--- src/rtl/plc_link_table.sv ---
// plc_link_table: buffers (X, X') tuples in a small FIFO and writes them into a direct-mapped partner table.
// Define PLC_LINK_SYMMETRIC_EN to also record the reverse link X' -> X (adds the WR_REV state).
module plc_link_table #(
    parameter int ADDR_WIDTH = 8,
    parameter int WAY_WIDTH  = 4,
    parameter int IDX_WIDTH  = 4,
    parameter int FIFO_DEPTH = 4
) (
    input  logic                          clk,
    input  logic                          rst,
    input  logic                          add_flag,
    input  logic [2*ADDR_WIDTH-1:0]       add_addr_tuple,
    input  logic [2*WAY_WIDTH-1:0]        add_way_tuple,
    input  logic                          lookup_req,
    input  logic [ADDR_WIDTH-1:0]         lookup_addr,
    input  logic [WAY_WIDTH-1:0]          lookup_way,
    output logic                          lookup_valid,
    output logic                          lookup_hit,
    output logic [ADDR_WIDTH-1:0]         partner_addr,
    output logic [WAY_WIDTH-1:0]          partner_way,
    output logic [$clog2(FIFO_DEPTH):0]   fifo_count,
    output logic                          ins_overflow,
    output logic                          busy,
    output logic [1:0]                    fsm_state
);
    localparam int PTR_W   = $clog2(FIFO_DEPTH);
    localparam int CNT_W   = PTR_W + 1;
    localparam int ENTRIES = 1 << IDX_WIDTH;

`ifdef PLC_LINK_SYMMETRIC_EN
    typedef enum logic [1:0] {IDLE = 2'd0, WR_FWD = 2'd1, WR_REV = 2'd2} state_t;
`else
    typedef enum logic [1:0] {IDLE = 2'd0, WR_FWD = 2'd1} state_t;
`endif

    state_t state;

    logic [2*ADDR_WIDTH-1:0] fifo_addr [FIFO_DEPTH];
    logic [2*WAY_WIDTH-1:0]  fifo_way  [FIFO_DEPTH];
    logic [PTR_W-1:0]        wr_ptr, rd_ptr;

    logic [ENTRIES-1:0]      tbl_valid;
    logic [ADDR_WIDTH-1:0]   tbl_tag   [ENTRIES];
    logic [WAY_WIDTH-1:0]    tbl_tway  [ENTRIES];
    logic [ADDR_WIDTH-1:0]   tbl_paddr [ENTRIES];
    logic [WAY_WIDTH-1:0]    tbl_pway  [ENTRIES];

    logic [ADDR_WIDTH-1:0]   head_x, head_xp;
    logic [WAY_WIDTH-1:0]    head_wx, head_wxp;
    logic                    fifo_full, push, pop, wr_en, rd_hit;
    logic [ADDR_WIDTH-1:0]   wr_key, wr_partner;
    logic [WAY_WIDTH-1:0]    wr_kway, wr_pway;
    logic [IDX_WIDTH-1:0]    wr_idx, rd_idx;

    assign head_x   = fifo_addr[rd_ptr][2*ADDR_WIDTH-1:ADDR_WIDTH];
    assign head_xp  = fifo_addr[rd_ptr][ADDR_WIDTH-1:0];
    assign head_wx  = fifo_way[rd_ptr][2*WAY_WIDTH-1:WAY_WIDTH];
    assign head_wxp = fifo_way[rd_ptr][WAY_WIDTH-1:0];

    // Lookups own the cycle: a pending table write (and its pop) waits while lookup_req is high.
    always_comb begin
        fifo_full  = (fifo_count == CNT_W'(FIFO_DEPTH));
        wr_en      = 1'b0;
        pop        = 1'b0;
        wr_key     = head_x;
        wr_kway    = head_wx;
        wr_partner = head_xp;
        wr_pway    = head_wxp;
        if (!lookup_req) begin
            case (state)
                WR_FWD: begin
                    wr_en = 1'b1;
`ifndef PLC_LINK_SYMMETRIC_EN
                    pop   = 1'b1;
`endif
                end
`ifdef PLC_LINK_SYMMETRIC_EN
                WR_REV: begin
                    wr_en      = 1'b1;
                    pop        = 1'b1;
                    wr_key     = head_xp;
                    wr_kway    = head_wxp;
                    wr_partner = head_x;
                    wr_pway    = head_wx;
                end
`endif
                default: ;
            endcase
        end
        push = add_flag && (!fifo_full || pop);
    end

    assign wr_idx    = wr_key[IDX_WIDTH-1:0];
    assign rd_idx    = lookup_addr[IDX_WIDTH-1:0];
    assign rd_hit    = tbl_valid[rd_idx] && (tbl_tag[rd_idx] == lookup_addr) &&
                       (tbl_tway[rd_idx] == lookup_way);
    assign busy      = (fifo_count != '0) || (state != IDLE);
    assign fsm_state = state;

    // IDLE leaves as soon as a tuple is present or arriving, so the forward write can land at t+1.
    always_ff @(posedge clk or posedge rst) begin
        if (rst) begin
            state <= IDLE;
        end else begin
            case (state)
                IDLE: if ((fifo_count != '0) || push) state <= WR_FWD;
`ifdef PLC_LINK_SYMMETRIC_EN
                WR_FWD: if (!lookup_req) state <= WR_REV;
                WR_REV: if (!lookup_req) state <= IDLE;
`else
                WR_FWD: if (!lookup_req) state <= IDLE;
`endif
                default: state <= IDLE;
            endcase
        end
    end

    always_ff @(posedge clk or posedge rst) begin
        if (rst) begin
            wr_ptr       <= '0;
            rd_ptr       <= '0;
            fifo_count   <= '0;
            ins_overflow <= 1'b0;
        end else begin
            if (push) wr_ptr <= wr_ptr + PTR_W'(1);
            if (pop)  rd_ptr <= rd_ptr + PTR_W'(1);
            if (push && !pop)      fifo_count <= fifo_count + CNT_W'(1);
            else if (pop && !push) fifo_count <= fifo_count - CNT_W'(1);
            if (add_flag && !push) ins_overflow <= 1'b1;
        end
    end

    always_ff @(posedge clk) begin
        if (push) begin
            fifo_addr[wr_ptr] <= add_addr_tuple;
            fifo_way[wr_ptr]  <= add_way_tuple;
        end
    end

    always_ff @(posedge clk or posedge rst) begin
        if (rst) tbl_valid <= '0;
        else if (wr_en) tbl_valid[wr_idx] <= 1'b1;
    end

    always_ff @(posedge clk) begin
        if (wr_en) begin
            tbl_tag[wr_idx]   <= wr_key;
            tbl_tway[wr_idx]  <= wr_kway;
            tbl_paddr[wr_idx] <= wr_partner;
            tbl_pway[wr_idx]  <= wr_pway;
        end
    end

    always_ff @(posedge clk or posedge rst) begin
        if (rst) begin
            lookup_valid <= 1'b0;
            lookup_hit   <= 1'b0;
            partner_addr <= '0;
            partner_way  <= '0;
        end else begin
            lookup_valid <= lookup_req;
            lookup_hit   <= lookup_req && rd_hit;
            partner_addr <= (lookup_req && rd_hit) ? tbl_paddr[rd_idx] : '0;
            partner_way  <= (lookup_req && rd_hit) ? tbl_pway[rd_idx] : '0;
        end
    end
endmodule

--- config.mk ---
export PLATFORM = sky130hd
export DESIGN_NAME = plc_link_table
export DESIGN_NICKNAME = d
export VERILOG_FILES = /design/src/rtl/plc_link_table.sv
export SDC_FILE = /design/constraint.sdc
export NUM_CORES = 1
export LEC_CHECK = 0
export ABC_AREA = 0
export CAP_MARGIN = 10
export CORE_ASPECT_RATIO = 0.6
export CORE_MARGIN = 3
export CORE_UTILIZATION = 56
export CTS_CLUSTER_DIAMETER = 200
export DETAILED_ROUTE_END_ITERATION = 10
export PLACE_DENSITY = 0.74
export SYNTH_ARGS = -nofsm -noshare
export SYNTH_HDL_FRONTEND = slang
export SYNTH_SLANG_ARGS = --single-unit
--- constraint.sdc ---
create_clock -name clk -period 4 [get_ports clk]
set_input_delay 0.8 -clock clk [delete_from_list [all_inputs] [get_ports clk]]
set_output_delay 0.8 -clock clk [all_outputs]
set_load 0.02 [all_outputs]
==> results of run 1 <==
## how the worst max path moves through the flow
stage	to	slack (ns)
detailed placement	partner_way[1]	0.49
global placement	partner_way[3]	0.53
CTS	partner_way[1]	1.08
global route	partner_addr[7]	0.87
finish	partner_addr[0]	1.12
floorplan	tbl_paddr[12][0]	0.71
## logic make-up after synthesis
group | after synthesis | share of synthesized area [%]
flip-flops | 519 | 77.7
multiplexers | 139 | 14.4
AND/OR/NAND/NOR | 121 | 3.81
buffers and inverters | 53 | 1.49
AO/OA/AOI/OAI | 34 | 1.38
XOR/XNOR | 18 | 0.796
adder cells (fa/ha/maj) | 6 | 0.417
other | 1 | 0.0189
## sequential cells by signal, summed over array words and instances (netlist names), 2 cells and up
name / cells
tbl_tag: 128
tbl_paddr: 128
partner_way: 4
fifo_addr: 64
wr_ptr: 2
partner_addr: 8
fifo_count: 3
tbl_tway: 64
tbl_pway: 64
fifo_way: 32
tbl_valid: 16
rd_ptr: 2
## report_power, final
| part | leakage, nW | internal [mW] | switching, mW | total, mW |
|---|---|---|---|---|
| Combinational | 1.82 | 0.825 | 1.78 | 2.60 |
| Clock | 0.678 | 2.38 | 1.84 | 4.22 |
| Sequential | 4.81 | 7.45 | 0.228 | 7.68 |
| Total | 7.31 | 10.7 | 3.84 | 14.5 |
## cells in the final DEF, fill, tap and decap left out, types with 4 or more instances in the layout
master,count
edfxtp_1,480
mux4_2,112
clkdlybuf4s50_1,56
clkbuf_16,47
buf_4,46
dfrtp_1,38
mux2i_1,21
clkbuf_1,21
nand2_1,17
or2_2,17
nor2_2,16
xnor2_1,15
nand3_1,11
nor2_1,9
inv_1,8
nor4b_2,8
clkinv_1,7
o21ai_0,6
nor2b_1,6
nand2b_1,5
ha_1,5
nor4_1,4
o32ai_1,4
mux4_1,4
and2_1,4
## through the flow
step,worst slack [ns],hold WS [ns]
2_1_floorplan,0.705,0.427
6_report,1.12,0.462
3_3_place_gp,0.527,0.446
4_1_cts,1.08,0.468
5_1_grt,0.874,0.477
3_5_place_dp,0.488,0.451
## area by class of cell
type | count | share of cell area, %
multi-input cells | 319 | 18.5
well taps | 459 | 2.54
inverters | 12 | 0.200
flip-flops and latches | 519 | 68.2
clock inverters | 12 | 0.588
clock buffers | 69 | 5.62
repair buffers | 107 | 4.35
## cells in the mapped netlist (3+ instances only)
master    number
o21ai_0        6
xor2_1         3
nor2_1        25
nand3_1       11
dfrtp_1       39
xnor2_1       15
nor4_1         4
or2_2         17
buf_6          3
clkbuf_1       6
nor4b_2        8
mux4_2       112
mux2i_1       21
inv_1          9
edfxtp_1     480
buf_4          6
nor3_1         3
buf_2         19
mux4_1         4
and2_1         4
nand2_1       17
nor4b_1        3
buf_1          5
nor3b_1        3
or3_1          3
nor2b_1        6
nand2b_1       5
o32ai_1        4
ha_1           5
## routing by layer
layer	GRT usage, %	up-vias	part of all wire (%)
met5	0	-	0
met1	35.3	4983	43
met2	34.1	451	45
li1	-	3923	-
met4	5.07	0	1.7
met3	6.06	65	11
## worst reg2reg max path: stages (launching register included)
cell,delay [ns]
dfrtp_2,0.52
mux4_2,0.78
or2_2,0.44
nor2_2,0.41
buf_4,0.35
==> impl_metrics.yaml, run 1 <==
setup_path:
  setup_crit_start_kind: "primary input"
  timing.critical_path.max_delay_family: "buffers and inverters"
  worstRegToRegCells: 4
  r2r_end: "tbl_tag[3][6]"
  worstPathRequired_ns: 4.45
  path_class: "primary input to flip-flop"
  crit_cells: 9
  critPathCaptureType: "flip-flop"
  timing.rr.start: "rd_ptr[0]"
  worst_setup_path_startpoint: "lookup_addr[0]"
  timing.critical_path.cells: "buf_6, buf_4, mux4_2, mux2i_1, mux2i_1, xnor2_1, nand3_1, buf_4, nor4b_1"
  worstPathArrival_ns: 3.33
  crit_slowest_cell: "mux4_2"
  reg2reg_setup_slack_ns: 1.17
  path_max_fanout: 41
  crit_path_max_incr_delay_ns: 0.52
  crit_buf_inv: 3
drt:
  detailed_router_s_first_iteration_violation_count: 1104
  finalWirelength_mm: 42.2
  vias_per_inst: 6.29
  drc: 0
  detail-route-antenna-nets: 0
  routed-via-count: 9422
  wire_per_inst_um: 28.2
  drt_pass_1_iters: 5
placed_design:
  gp_congestion: 0.775
  numPortBuffers: 59
  numPlacedInstances: 1416
  sum_of_net_half_perimeters_after_detailed_placement_mm: 25.3
  total_cell_area_at_the_placement_stage_sq_um: 21200
grt:
  grt_pass1_vias: 9343
  gr-total-overflow: 0
  grt.total_usage_pct: 23.1
  antenna_found_initial: 0
  grt_start_max_net_pins: 48
  wire_length_of_the_first_global_routing_pass_mm: 62.7
die:
  die_w_um: 249
  initial_core_util_pct: 57.8
  floorplan.die.height_um: 152
  coreArea_sq_um: 34300
  io-pin-count: 61
  fp-row-count: 52
  die_area_sq_um: 37800
yosys:
  number_of_synthesized_flops_with_an_enable_pin: 480
  synth.largest_area_cell: "edfxtp_1"
  synth.lib_cells_used.distinct: 62
  synth-warning-count: 0
  synth_top_cells_by_area: "edfxtp_1 73%, mux4_2 13%, dfrtp_1 4.9%, mux2i_1 1.1%, xnor2_1 0.66%"
  yosys_register_bits: 519
  postSynthNetCount: 937
  synth_top_flop_cell: "edfxtp_1"
  netlist.area_leader.share_pct: 72.7
  synth.cell_area_sq_um: 19800
  postSynth.asyncResetShare_pct: 7.51
  postSynthAreaPerCell_sq_um: 22.2
  sequential_to_total_area_share_from_yosys_stat_pct: 77.7
  netlist_instances: 891
hold_path:
  worstHoldPathType: "flip-flop to flip-flop"
  worst_hold_path_ep: "tbl_valid[13]"
  launch_instance_of_the_worst_min_delay_path: "tbl_valid[13]"
  timing.hold.worst_path_depth: 1
final_layout:
  seqCellArea_sq_um: 15400
  nFillCells: 2181
  layout.cell_area.non_filler_sq_um: 22600
  antenna_cells: 0
  areaGrowthSynthToFinish_pct: 13.9
  finish.cell_count_without_fillers: 1497
  design.final.nets: 1050
  layout-drive-gt1-share_pct: 25.7
  finish.utilization_pct: 65.8
  multiInputGateArea_sq_um: 4170
pwr:
  total_power_mw: 14.5
  power_leakage_nw: 7.31
  power.density_cell_area_nw_per_um2: 642
  ir_worst_vdd_v: 0.000562
sta:
  report.final.setup_viol: 0
  fin_setup_tns_ns: 0
  timing.slew.headroom_pct: 36.4
  final.setup_skew_ns: 0.0232
  maxSlewViolCount: 0
  worst_pin_slew_ns: 0.953
  hold_viol: 0
  period_minus_slack_ns: 2.88
  fmax_mhz: 347
  grt_setup_unrepaired: "false"
  min_period_over_period_pct: 72.0
cts:
  tritoncts: "yes"
  htree_num_levels: 2
  hold_fix_buffers_cts: 0
  insertion_delay_ns: 0.56
  cts.reportedPaths.clkPinSlew_ns: 0.07
  cts_buffer_depth: 3
  postCtsResizedCells: 0
  cts.repair_timing.setup_buffer_count: 0
  cts_inserted_buffers: 45
  clock-root-buffer: "clkbuf_16"
  tritoncts_num_sinks: 519
run:
  drv.max_cap_violation_count: 0
outcome:
  outcome: "finished, final reports clean"
Note: power is estimated with default switching activity, not from simulation.
==> run 2: changes to the inputs <==
--- a/config.mk
+++ b/config.mk
@@ -9,10 +9,10 @@
 export CAP_MARGIN = 10
 export CORE_ASPECT_RATIO = 0.6
 export CORE_MARGIN = 3
-export CORE_UTILIZATION = 56
+export CORE_UTILIZATION = 55
 export CTS_CLUSTER_DIAMETER = 200
 export DETAILED_ROUTE_END_ITERATION = 10
-export PLACE_DENSITY = 0.74
+export PLACE_DENSITY = 0.75
 export SYNTH_ARGS = -nofsm -noshare
 export SYNTH_HDL_FRONTEND = slang
 export SYNTH_SLANG_ARGS = --single-unit
==> constraint.sdc (replaced) <==
create_clock -name clk -period 2.5 [get_ports clk]
set_input_delay 0.5 -clock clk [delete_from_list [all_inputs] [get_ports clk]]
set_output_delay 0.5 -clock clk [all_outputs]
set_load 0.02 [all_outputs]
==> impl_metrics.yaml, run 2 (same netlist as run 1, synthesis figures left out) <==
drt:
  finalWirelength_mm: 43.0
  wire_per_inst_um: 27.7
  routed-via-count: 9687
  vias_per_inst: 6.24
  detail-route-antenna-nets: 0
  drc: 0
  drt_pass_1_iters: 5
  detailed_router_s_first_iteration_violation_count: 1114
pwr:
  ir_worst_vdd_v: 0.000748
  power.density_cell_area_nw_per_um2: 1000
  power_leakage_nw: 7.64
run:
  drv.max_cap_violation_count: 0
final_layout:
  layout_commonest_cell: "edfxtp_1"
  layout.cell_area.non_filler_sq_um: 23300
  antenna_cells: 0
  largestRegisters: "tbl_paddr: 128 flops, tbl_tag: 128 flops"
  layout-drive-gt1-share_pct: 29.8
  finish.cell_count_without_fillers: 1552
  layout.cells.most_common_list: "480 x edfxtp_1, 112 x mux4_2, 71 x buf_4"
  areaGrowthSynthToFinish_pct: 17.8
  design.final.nets: 1102
setup_path:
  path_class: "primary input to flip-flop"
  setup_crit_start_kind: "primary input"
  worstPathArrival_ns: 2.79
  worstPathRequired_ns: 2.92
  r2r_end: "tbl_pway[4][3]"
  critPathCaptureType: "flip-flop"
  path_max_fanout: 13
  worstRegToRegCells: 4
  reg2reg_setup_slack_ns: 0.19
  timing.rr.start: "rd_ptr[0]"
die:
  fp-row-count: 53
  floorplan.die.height_um: 153
  initial_core_util_pct: 56.2
  coreArea_sq_um: 35300
  die_area_sq_um: 38400
  die_w_um: 251
  io-pin-count: 61
sta:
  maxSlewViolCount: 0
  grt_setup_unrepaired: "false"
  timing.slew.headroom_pct: 61.9
  fin_hold_ws_ns: 0.305
  period_minus_slack_ns: 2.37
  hold_viol: 0
  fin_setup_tns_ns: 0
  min_period_over_period_pct: 94.8
  worst_pin_slew_ns: 0.565
  fmax_mhz: 422
  final.setup_skew_ns: 0.0122
  report.final.setup_viol: 0
cts:
  hold_fix_buffers_cts: 0
  cts.reportedPaths.clkPinSlew_ns: 0.07
  cts_buffer_depth: 3
  clock-root-buffer: "clkbuf_16"
  insertion_delay_ns: 0.55
  cts_inserted_buffers: 44
  htree_num_levels: 2
  tritoncts: "yes"
  tritoncts_num_sinks: 519
placed_design:
  numPortBuffers: 59
  total_cell_area_at_the_placement_stage_sq_um: 22000
  numPlacedInstances: 1477
  gp_congestion: 0.866
  sum_of_net_half_perimeters_after_detailed_placement_mm: 26.2
grt:
  grt_start_max_net_pins: 33
  grt.total_usage_pct: 23.1
  gr-total-overflow: 0
  antenna_found_initial: 0
  wire_length_of_the_first_global_routing_pass_mm: 64.6
  grt_pass1_vias: 9943
hold_path:
  worstHoldPathType: "primary input to asynchronous set/reset pin"
outcome:
  outcome: "finished, final reports clean"
-- run 2: cell count changes in the layout (fill, tap and decap cells not counted), sizes merged --
cell      before  now
bufinv         3    2
clkinv        10   12
buf           51  104
clkinvlp       0    1
clkbuf        69   62
inv           11   10
-- run 2: critical path, stage by stage --
cell and delay, ns:
clkdlybuf4s50_1 0.58, buf_4 0.22, nor3b_1 0.28, a32oi_1 0.10
nand3_1 0.12, xor2_1 0.23, o2111ai_2 0.21, buf_12 0.21
nor4b_1 0.34
-- run 2: power by group --
part	total, mW	switching, mW	leakage [nW]	internal (mW)
clock network	6.51	2.89	0.652	3.62
registers	12.3	0.366	4.81	11.9
logic	4.67	3.06	2.17	1.61
-- run 2: cell type report --
cell class              instances  area (sq um)
clock buffers                  62          1230
clock inverters                13           110
fillers                      2224         11900
inverters                      12          45.0
multi-input cells             319          4260
flip-flops and latches        519         15400
well taps                     467           584
repair buffers                160          1730
-- run 2: timing repair --
item                                    4_1_cts  5_1_grt
buffers inserted                              0        0
resized for setup                             0        1
endpoints found under the setup margin        0        1
endpoints found under the hold margin         0        0
-- run 2: metal layers --
metal  up-vias  part of all wire [%]  global-route usage, %
met1      5129                    45                   37.3
li1       4010                     -                      -
met4         0                   1.5                   4.36
met3        54                   9.2                   4.54
met2       494                    45                   33.5
met5         -                     0                      0
-- run 2: how the worst max path moves through the flow --
stage	from	end	slack, ns	depth (start not counted)
2_1_floorplan	fsm_state[0]	fifo_count[2]	-0.006	9
3_3_place_gp	lookup_addr[0]	partner_addr[7]	-0.26	9
3_5_place_dp	lookup_addr[3]	partner_addr[0]	-0.41	8
4_1_cts	fifo_count[0]	busy	0.11	3
5_1_grt	lookup_addr[0]	partner_addr[0]	0.01	9
6_report	lookup_addr[3]	partner_addr[0]	0.13	9
-- run 2: stage by stage --
step                total power [mW]  utilization, %  setup WS [ns]
global placement                16.9            62.4         -0.258
floorplan                       15.0               -       -0.00649
detailed placement              17.1            62.4         -0.409
global route                    24.4            66.2         0.0124
finish                          23.5            66.2          0.129
CTS                             23.6            66.2          0.112
